<file path="src/rtl/uart_pkg.sv">
// uart_pkg: state encodings and parity type shared by the uart receiver and transmitter
package uart_pkg;
    typedef enum logic [1:0] {RX_IDLE, RX_DATA, RX_PARITY, RX_STOP} rx_state_e;
    typedef enum logic [2:0] {TX_IDLE, TX_START, TX_DATA, TX_PARITY, TX_STOP} tx_state_e;
    typedef enum logic {PAR_EVEN, PAR_ODD} parity_e;
    localparam parity_e PARITY_TYPE = PAR_EVEN;
    localparam logic PARITY_INV = (PARITY_TYPE == PAR_ODD);
endpackage

</file>
<file path="src/rtl/uart_rx.sv">
// uart_rx: one-sample-per-bit frame receiver with parity check and completion pulse
module uart_rx import uart_pkg::*; #(
    parameter int W = 8
) (
    input  logic         clk,
    input  logic         rst,
    input  logic         serial_i,
    output logic [W-1:0] data_o,
    output logic         parity_err_o,
    output logic         flag_o
);
    localparam int CW = W > 1 ? $clog2(W) : 1;
    rx_state_e state_q, state_d;
    logic [CW-1:0] cnt_q, cnt_d;
    logic [W-1:0] sh_q, sh_d, data_q, data_d;
    logic par_q, par_d, perr_q, perr_d, flag_q, flag_d;
    always_ff @(posedge clk) begin
        if (rst) begin
            state_q <= RX_IDLE;
            cnt_q   <= '0;
            sh_q    <= '0;
            data_q  <= '0;
            par_q   <= 1'b0;
            perr_q  <= 1'b0;
            flag_q  <= 1'b0;
        end else begin
            state_q <= state_d;
            cnt_q   <= cnt_d;
            sh_q    <= sh_d;
            data_q  <= data_d;
            par_q   <= par_d;
            perr_q  <= perr_d;
            flag_q  <= flag_d;
        end
    end
    always_comb begin
        state_d = state_q;
        cnt_d   = cnt_q;
        sh_d    = sh_q;
        data_d  = data_q;
        par_d   = par_q;
        perr_d  = perr_q;
        flag_d  = 1'b0;
        case (state_q)
            RX_IDLE: begin
                cnt_d   = '0;
                state_d = serial_i ? RX_IDLE : RX_DATA;
            end
            RX_DATA: begin
                sh_d    = W'({serial_i, sh_q} >> 1);
                cnt_d   = cnt_q + CW'(1);
                state_d = (cnt_q == CW'(W - 1)) ? RX_PARITY : RX_DATA;
            end
            RX_PARITY: begin
                par_d   = serial_i;
                state_d = RX_STOP;
            end
            default: begin
                // stop bit value is deliberately not checked
                data_d  = sh_q;
                perr_d  = par_q ^ (^sh_q) ^ PARITY_INV;
                flag_d  = 1'b1;
                state_d = RX_IDLE;
            end
        endcase
    end
    assign data_o       = data_q;
    assign parity_err_o = perr_q;
    assign flag_o       = flag_q;
endmodule

</file>
<file path="src/rtl/uart.sv">
// uart: one-clock-per-bit UART with even parity; receiver in uart_rx, transmitter FSM here
module uart import uart_pkg::*; #(
    parameter int WORD_LENGTH = 8
) (
    input  logic                   Clk,
    input  logic                   Reset,
    input  logic                   Serial_In,
    input  logic [WORD_LENGTH-1:0] Parallel_In,
    input  logic                   Transmit,
    output logic                   Parity_Error,
    output logic [WORD_LENGTH-1:0] Parallel_Out,
    output logic                   Serial_Out,
    output logic                   Flag_Rx
);
    localparam int CW = WORD_LENGTH > 1 ? $clog2(WORD_LENGTH) : 1;
    tx_state_e state_q, state_d;
    logic [CW-1:0] cnt_q, cnt_d;
    logic [WORD_LENGTH-1:0] sh_q, sh_d;
    logic par_q, par_d, out_q, out_d;

    uart_rx #(.W(WORD_LENGTH)) u_rx (
        .clk          (Clk),
        .rst          (Reset),
        .serial_i     (Serial_In),
        .data_o       (Parallel_Out),
        .parity_err_o (Parity_Error),
        .flag_o       (Flag_Rx)
    );

    always_ff @(posedge Clk) begin
        if (Reset) begin
            state_q <= TX_IDLE;
            cnt_q   <= '0;
            sh_q    <= '0;
            par_q   <= 1'b0;
            out_q   <= 1'b1;
        end else begin
            state_q <= state_d;
            cnt_q   <= cnt_d;
            sh_q    <= sh_d;
            par_q   <= par_d;
            out_q   <= out_d;
        end
    end
    always_comb begin
        state_d = state_q;
        cnt_d   = cnt_q;
        sh_d    = sh_q;
        par_d   = par_q;
        out_d   = out_q;
        case (state_q)
            TX_START: begin
                out_d   = sh_q[0];
                sh_d    = sh_q >> 1;
                cnt_d   = '0;
                state_d = TX_DATA;
            end
            TX_DATA: begin
                out_d   = (cnt_q == CW'(WORD_LENGTH - 1)) ? par_q : sh_q[0];
                sh_d    = sh_q >> 1;
                cnt_d   = cnt_q + CW'(1);
                state_d = (cnt_q == CW'(WORD_LENGTH - 1)) ? TX_PARITY : TX_DATA;
            end
            TX_PARITY: begin
                out_d   = 1'b1;
                state_d = TX_STOP;
            end
            default: begin
                // the stop edge doubles as an idle edge so held Transmit gives back-to-back frames
                sh_d    = Transmit ? Parallel_In : sh_q;
                par_d   = Transmit ? (^Parallel_In) ^ PARITY_INV : par_q;
                out_d   = !Transmit;
                state_d = Transmit ? TX_START : TX_IDLE;
            end
        endcase
    end
    assign Serial_Out = out_q;
endmodule

</file>
<file path="config.mk">
export PLATFORM = sky130hd
export DESIGN_NAME = uart
export DESIGN_NICKNAME = d
export VERILOG_FILES = /design/src/rtl/uart_pkg.sv /design/src/rtl/uart_rx.sv /design/src/rtl/uart.sv
export SDC_FILE = /design/constraint.sdc
export NUM_CORES = 1
export LEC_CHECK = 0
export BUFFER_PORTS_ARGS = -buffer_cell sky130_fd_sc_hd__buf_4
export CAP_MARGIN = 40
export CORE_ASPECT_RATIO = 1.25
export CORE_MARGIN = 3
export CORE_UTILIZATION = 45
export CTS_BUF_LIST = sky130_fd_sc_hd__clkbuf_4 sky130_fd_sc_hd__clkbuf_8 sky130_fd_sc_hd__clkbuf_16
export CTS_CLUSTER_DIAMETER = 40
export CTS_CLUSTER_SIZE = 16
export DETAILED_ROUTE_END_ITERATION = 12
export GPL_ROUTABILITY_DRIVEN = 0
export PLACE_DENSITY_LB_ADDON = 0.25
export SLEW_MARGIN = 0
export SYNTH_ARGS = -nofsm -noshare
export SYNTH_HDL_FRONTEND = slang
export SYNTH_SLANG_ARGS = --single-unit
</file>
<file path="constraint.sdc">
create_clock -name Clk -period 2.8 [get_ports Clk]
set_input_delay 0.56 -clock Clk [delete_from_list [all_inputs] [get_ports Clk]]
set_output_delay 0.56 -clock Clk [all_outputs]
set_load 0.01 [all_outputs]
</file>
==> results of run 1 <==
synthesized netlist by cell type, types with 4 or more instances:
cell                        number  area share
sky130_fd_sc_hd__dfxtp_1        40        0.44
sky130_fd_sc_hd__a2bb2oi_1       4       0.019
sky130_fd_sc_hd__clkbuf_1        7       0.014
sky130_fd_sc_hd__nand2_1        43       0.088
sky130_fd_sc_hd__o21ai_0         9       0.025
sky130_fd_sc_hd__nand2b_1        4       0.014
sky130_fd_sc_hd__ha_1            4       0.027
sky130_fd_sc_hd__nand3b_1        4       0.016
sky130_fd_sc_hd__xnor2_1        10       0.048
sky130_fd_sc_hd__nor2_1         19       0.039
sky130_fd_sc_hd__a22oi_1         5       0.021
sky130_fd_sc_hd__a311oi_2        7       0.057
sky130_fd_sc_hd__a21oi_1        21       0.057
area by class of cell:
| cell class | count | area share |
|---|---|---|
| multi-input cells | 152 | 0.455 |
| flip-flops and latches | 40 | 0.377 |
| repair buffers | 22 | 0.0777 |
| clock buffers | 5 | 0.0324 |
| well taps | 54 | 0.0318 |
| clock inverters | 3 | 0.0224 |
| inverters | 2 | 0.00353 |
through the flow:
step	instance area [sq um]	worst slack (ps)	instances	util
3_3_place_gp	2010	1160	270	0.522
4_1_cts	2120	1070	278	0.552
5_1_grt	2120	953	278	0.552
6_report	2120	1100	278	0.552
3_5_place_dp	2010	1060	270	0.522
2_1_floorplan	1830	1380	205	-
path summary, 6_finish.rpt:
check | slack [ps] | end
min reg2reg | 460 | u_rx.data_o[3]
max reg2reg | 1100 | sh_q[0]
min | 460 | u_rx.data_o[3]
max | 1100 | sh_q[0]
cell families (layout without fill, tap and decap cells):
| logic type | after synthesis | in the layout | share of synthesized area |
|---|---|---|---|
| xor+xnor | 14 | 14 | 0.0787 |
| compound gates | 52 | 52 | 0.213 |
| mux | 2 | 2 | 0.0109 |
| buf+inv | 13 | 32 | 0.0335 |
| simple gates | 80 | 80 | 0.198 |
| flops | 40 | 40 | 0.438 |
| fa+ha+maj | 4 | 4 | 0.0274 |
power by group through the flow:
stage	clock network, mW	logic, mW	registers, mW
floorplan	0	0.143	0.626
global placement	0	0.170	0.634
detailed placement	0	0.173	0.634
CTS	0.493	0.173	0.621
global route	0.517	0.191	0.625
finish	0.479	0.171	0.621
registers in the layout, summed over array words and instances (netlist names):
name and cells:
u_rx.parity_err_o 1, Serial_Out 1, u_rx.flag_o 1, state_q 3, u_rx.cnt_q 3, cnt_q 3, u_rx.data_o 8, sh_q 8
u_rx.par_q 1, par_q 1, u_rx.state_q 2, u_rx.sh_q 8
per-layer routing:
layer  GRT usage  up-vias  wire length [um]
met1       0.169      639              1420
met4      0.0662        0                69
met2       0.233       22              1510
li1            -      733                 -
met3      0.0410        8               126
met5           0        -                 0
worst max-delay path, cell delays in order, from the launching register on:
cell and delay, ps:
sky130_fd_sc_hd__dfxtp_1 630, sky130_fd_sc_hd__nor2b_4 120, sky130_fd_sc_hd__a22oi_4 510, sky130_fd_sc_hd__nor2_1 120
sky130_fd_sc_hd__a311oi_2 240
==> flow_summary.toml, run 1 <==
[run_status]
run_status = "finished clean"

[critical_path]
critical_path.max_fanout = 16
worst-endpoint-arrival_ps = 1920
critical_register_to_register_path_startpoint = "state_q[2]"
cp-end-kind = "flop"
worstPathRequired_ps = 3010
critPathKind = "flop to flop"
worst-r2r-cell-count = 4
startpoint_type = "flop"
critPathLaunch = "state_q[2]"

[clock_network]
clk_transition_reported_paths_ps = 90
clkSinkCount = 40
cts-htree-levels = 2
clock_tree.buffer_depth = 2
post-cts-setup-buffers = 0
cts_hold_buf = 0
cts_root_buf = "sky130_fd_sc_hd__clkbuf_8"
cts_resized = 0
cts_tree = "built"
clock_insertion_delay_worst_skew_ps = 300
tritoncts.num_buffers = 5

[yosys]
synthCells = 205
synth_cell_types = 36
async_flop_share = 0
synth.yosys.warnings = 0
post_syn_nets = 221
post_synth_instance_area_sq_mm = 0.00183
ys_seq_area_frac = 0.438
syn_avg_cell_area_sq_um = 8.92
synth-edff-count = 0
synth_ff_type = "sky130_fd_sc_hd__dfxtp_1"
ys_seq_elements = 40

[power_and_ir_drop]
finalPower_mw = 1.27
clkPwrFrac = 0.377
switchingPower_uw = 326
leakage_nw = 0.818
vdd.ir_drop.worst_v = 0.000376
power_per_cell_area_mw_per_mm2 = 598
cellInternalPower_uw = 944
power.sequential.fraction = 0.489
comb_power_share = 0.134
switching_share = 0.257

[routing]
totalWireLength_um = 3130
viasPerCell = 5.04
dr.first_iter.drc_count = 15
routed-via-count = 1402
dr.pass1.iters = 4
final_antenna_net_count = 0
drc_errors = 0
wire_per_inst_um = 11.3

[finish]
areaGrowthSynthToFinish_pct = 16.1
n_antenna_cell = 0
layout_commonest_cell = "sky130_fd_sc_hd__nand2_1"
n_fill_cell = 379
most-common-layout-cells = "sky130_fd_sc_hd__nand2_1 (43), sky130_fd_sc_hd__dfxtp_1 (40), sky130_fd_sc_hd__buf_4 (22)"
multiInputGateArea_sq_um = 967
drive_gt1_frac = 0.201
regArea_sq_um = 801
layout.nets = 239

[sta]
slew_headroom = 0.514
finalMaxSlewViolations = 0
layout_worst_path_cycle_share = 0.609
timing.final.setup_violations = 0
setup_tns_ps = 0
finalClockSkew_ps = 10.3
post-route-min-period_ps = 1700
grt_setup_unrepaired = "false"
maxClockFrequency_ghz = 0.587
hold_violations = 0
fin_worst_hold_slack_ps = 457
slew_of_the_pin_with_the_lowest_slew_margin_ps = 727

[global_routing]
groute.usage.overall = 0.142
grt_max_degree = 41
grt_remaining_overflow = 0
first_pass_grt_wire_length_um = 5690
initial_antenna_violation_count = 0
grt_pass1_vias = 1309

[floorplanning]
die_area_sq_mm = 0.00487
fp.dieW_um = 63.0
initial_core_util = 0.475
fp.dieH_um = 77.3
row_count = 25
ios = 23
core_area_sq_mm = 0.00385

[placed_design]
port_buffers = 22
hpwl_um = 2190

[hold_path]
whs_path_depth = 2
worst_hold_path_type = "flop to flop"
hold_path_startpoint = "u_rx.data_o[3]"

[job]
maxCapViolCount = 0
Power figures use the tool's default switching activity.
==> run 2, diff against run 1 <==
--- a/config.mk
+++ b/config.mk
@@ -5,6 +5,7 @@
 export SDC_FILE = /design/constraint.sdc
 export NUM_CORES = 1
 export LEC_CHECK = 0
+export ABC_AREA = 1
 export BUFFER_PORTS_ARGS = -buffer_cell sky130_fd_sc_hd__buf_4
 export CAP_MARGIN = 40
 export CORE_ASPECT_RATIO = 1.25
==> constraint.sdc (replaced) <==
create_clock -name Clk -period 1.5 [get_ports Clk]
set_input_delay 0.3 -clock Clk [delete_from_list [all_inputs] [get_ports Clk]]
set_output_delay 0.3 -clock Clk [all_outputs]
set_load 0.01 [all_outputs]
==> run 2 against run 1 <==
  * Global-route usage grew 0.80 points
  * Count of clock-buffer cells in the layout grew 1
  * Clock skew shrank 3.7 ps
  * Die area grew 0.69%
  * Register-to-register slack lost 810 ps
  * Combinational power grew 120%
  * Synthesized cell count grew 21%
  * Via count grew 11%
  * Maximum frequency grew 41%
  * Largest cell class unchanged
  * Largest power group unchanged
==> flow_summary.toml, run 2 <==
[sta]
finalClockSkew_ps = 6.61
grt_setup_unrepaired = "false"
slew_headroom = 0.792
hold_violations = 0
slew_of_the_pin_with_the_lowest_slew_margin_ps = 310
setup_tns_ps = 0
timing.final.setup_violations = 0
finalMaxSlewViolations = 0
maxClockFrequency_ghz = 0.825
layout_worst_path_cycle_share = 0.808
final_critical_path_setup_slack_ps = 287
fin_worst_hold_slack_ps = 252
post-route-min-period_ps = 1210

[floorplanning]
die_area_sq_mm = 0.00490
ios = 23
fp.dieW_um = 63.2
initial_core_util = 0.479
core_area_sq_mm = 0.00385
row_count = 25
fp.dieH_um = 77.6

[clock_network]
clk_transition_reported_paths_ps = 70
clock_tree.buffer_depth = 2
cts_tree = "built"
post-cts-setup-buffers = 0
clock_insertion_delay_worst_skew_ps = 290
tritoncts.num_buffers = 5
cts_resized = 0
cts_root_buf = "sky130_fd_sc_hd__clkbuf_8"
cts-htree-levels = 2
clkSinkCount = 40
cts_hold_buf = 0

[yosys]
synth-adder-area-share = 0.0272
synth-edff-count = 0
synth_compound_gate_area_share = 0.167
ys_seq_elements = 40
synth_top_family_by_area = "simple AND/OR/NAND/NOR gates"
ys_seq_area_frac = 0.434
synth_ff_type = "sky130_fd_sc_hd__dfxtp_1"
synth.top_cells.by_area = "sky130_fd_sc_hd__dfxtp_1 (43%), sky130_fd_sc_hd__nand2_1 (14%), sky130_fd_sc_hd__a21oi_1 (5.7%)"
synth_top_cell_area_share = 0.434
syn_avg_cell_area_sq_um = 7.40
async_flop_share = 0
synth-xor-area-share = 0.0475
synthCells = 249
synth_largest_area_cell = "sky130_fd_sc_hd__dfxtp_1"
yosys.area_share.simple = 0.246
synth_cell_types = 26
synth.yosys.warnings = 0
synth.area.mux_share = 0.00543
synthTopCellsByCount = "sky130_fd_sc_hd__nand2_1 (71), sky130_fd_sc_hd__dfxtp_1 (40), sky130_fd_sc_hd__nor2_1 (27)"
post-synth-top-count-cell = "sky130_fd_sc_hd__nand2_1"
post_syn_nets = 265
post_synth_instance_area_sq_mm = 0.00184

[finish]
layout_commonest_cell = "sky130_fd_sc_hd__nand2_1"
finalCoreUtilization = 0.565
regArea_sq_um = 801
areaGrowthSynthToFinish_pct = 17.9
multiInputGateArea_sq_um = 910
n_fill_cell = 370
layout.nets = 291
drive_gt1_frac = 0.185
most-common-layout-cells = "sky130_fd_sc_hd__nand2_1 (71), sky130_fd_sc_hd__dfxtp_1 (40), sky130_fd_sc_hd__nor2_1 (27)"
n_antenna_cell = 0

[routing]
dr.pass1.iters = 4
routed-via-count = 1559
dr.first_iter.drc_count = 80
wire_per_inst_um = 10.4
viasPerCell = 4.72
drc_errors = 0
final_antenna_net_count = 0
totalWireLength_um = 3430

[run_status]
run_status = "finished clean"

[critical_path]
critical_path_cell_with_the_highest_stage_delay = "sky130_fd_sc_hd__dfxtp_1"
worst_path_largest_cell_delay_ps = 330
crit_path_leading_delay_family = "adder cells"
worstPathRequired_ps = 1670
path_common_cell = "sky130_fd_sc_hd__ha_1"
critical_path.max_fanout = 3
setup.reg_to_reg.worst_slack_ps = 290
critPathKind = "flop to flop"
cp-end-kind = "flop"
startpoint_type = "flop"
crit_path_cell_trace = "ha_1 > ha_1 > mux2i_1 > nor2_1 > o21ai_1 > nand2_1"
cp.buffers_inverters = 0
worst-endpoint-arrival_ps = 1390

[global_routing]
groute.usage.overall = 0.150
first_pass_grt_wire_length_um = 5870
grt_pass1_vias = 1353
globalRouteMet3Util = 0.0507
global_route.usage.met2 = 0.228
grt-busiest-layer = "met2"
initial_antenna_violation_count = 0
grt_remaining_overflow = 0
use_met1 = 0.193
grt_max_degree = 19

[placed_design]
dp_slack_ps = 285
port_buffers = 22
hpwl_um = 2510

[power_and_ir_drop]
vdd.ir_drop.worst_v = 0.000493
power_per_cell_area_mw_per_mm2 = 1110
finalPower_mw = 2.41
leakage_nw = 0.990

[job]
maxCapViolCount = 0

[hold_path]
worst_hold_path_type = "input pin to flop"
## run 2: changes by cell type in the layout (fill, tap and decap cells not counted), moves of 7 or more
cell                       before  now
sky130_fd_sc_hd__o21ai_0        9   18
sky130_fd_sc_hd__nor2_1        19   27
sky130_fd_sc_hd__a311oi_2       7    0
sky130_fd_sc_hd__inv_1          1   18
sky130_fd_sc_hd__a21oi_2        0    7
sky130_fd_sc_hd__nand2_1       43   71
## run 2: through the flow
step           cells  cell area [sq um]
3_5_place_dp     322               2060
2_1_floorplan    249               1840
3_3_place_gp     322               2060
5_1_grt          330               2170
4_1_cts          330               2170
6_report         330               2170
## run 2: cell type report
class / instances / area share
multi-input combinational: 179 / 0.419
sequential: 40 / 0.368
timing repair buffer: 26 / 0.0898
inverter: 23 / 0.0409
clock buffer: 6 / 0.0351
tap: 54 / 0.0311
clock inverter: 2 / 0.0161
## run 2: cells by family (layout without fill, tap and decap cells)
group           Yosys count  count (layout)
fa+ha+maj                 4               4
flops                    40              40
compound gates           53              53
simple gates            111             111
mux                       1               1
xor+xnor                 10              10
buf+inv                  30              57
## run 2: worst min-delay path, delay by kind of cell
| kind | cells | cell delay, ps |
|---|---|---|
| simple gates | 2 | 120 |
| buf+inv | 1 | 90 |
## run 2: path summary, 6_finish.rpt
path                              endpoint       from  cells past startpoint
worst max-delay path            Serial_Out   cnt_q[0]                      6
worst min-delay path            u_rx.par_q  Serial_In                      3
worst max register to register  Serial_Out   cnt_q[0]                      6
worst min register to register    cnt_q[0]   cnt_q[0]                      1
## run 2: where the power goes
part,internal [mW],switching [mW],leakage (nW),total [mW]
sequential,1.12,0.0449,0.327,1.17
combinational,0.152,0.220,0.605,0.372
clock,0.512,0.356,0.0586,0.867
## run 2: per-layer routing
layer / vias up / wire length, um
li1: 847 / -
met2: 28 / 1530
met4: 0 / 31
met1: 680 / 1720
met5: - / 0
met3: 4 / 143
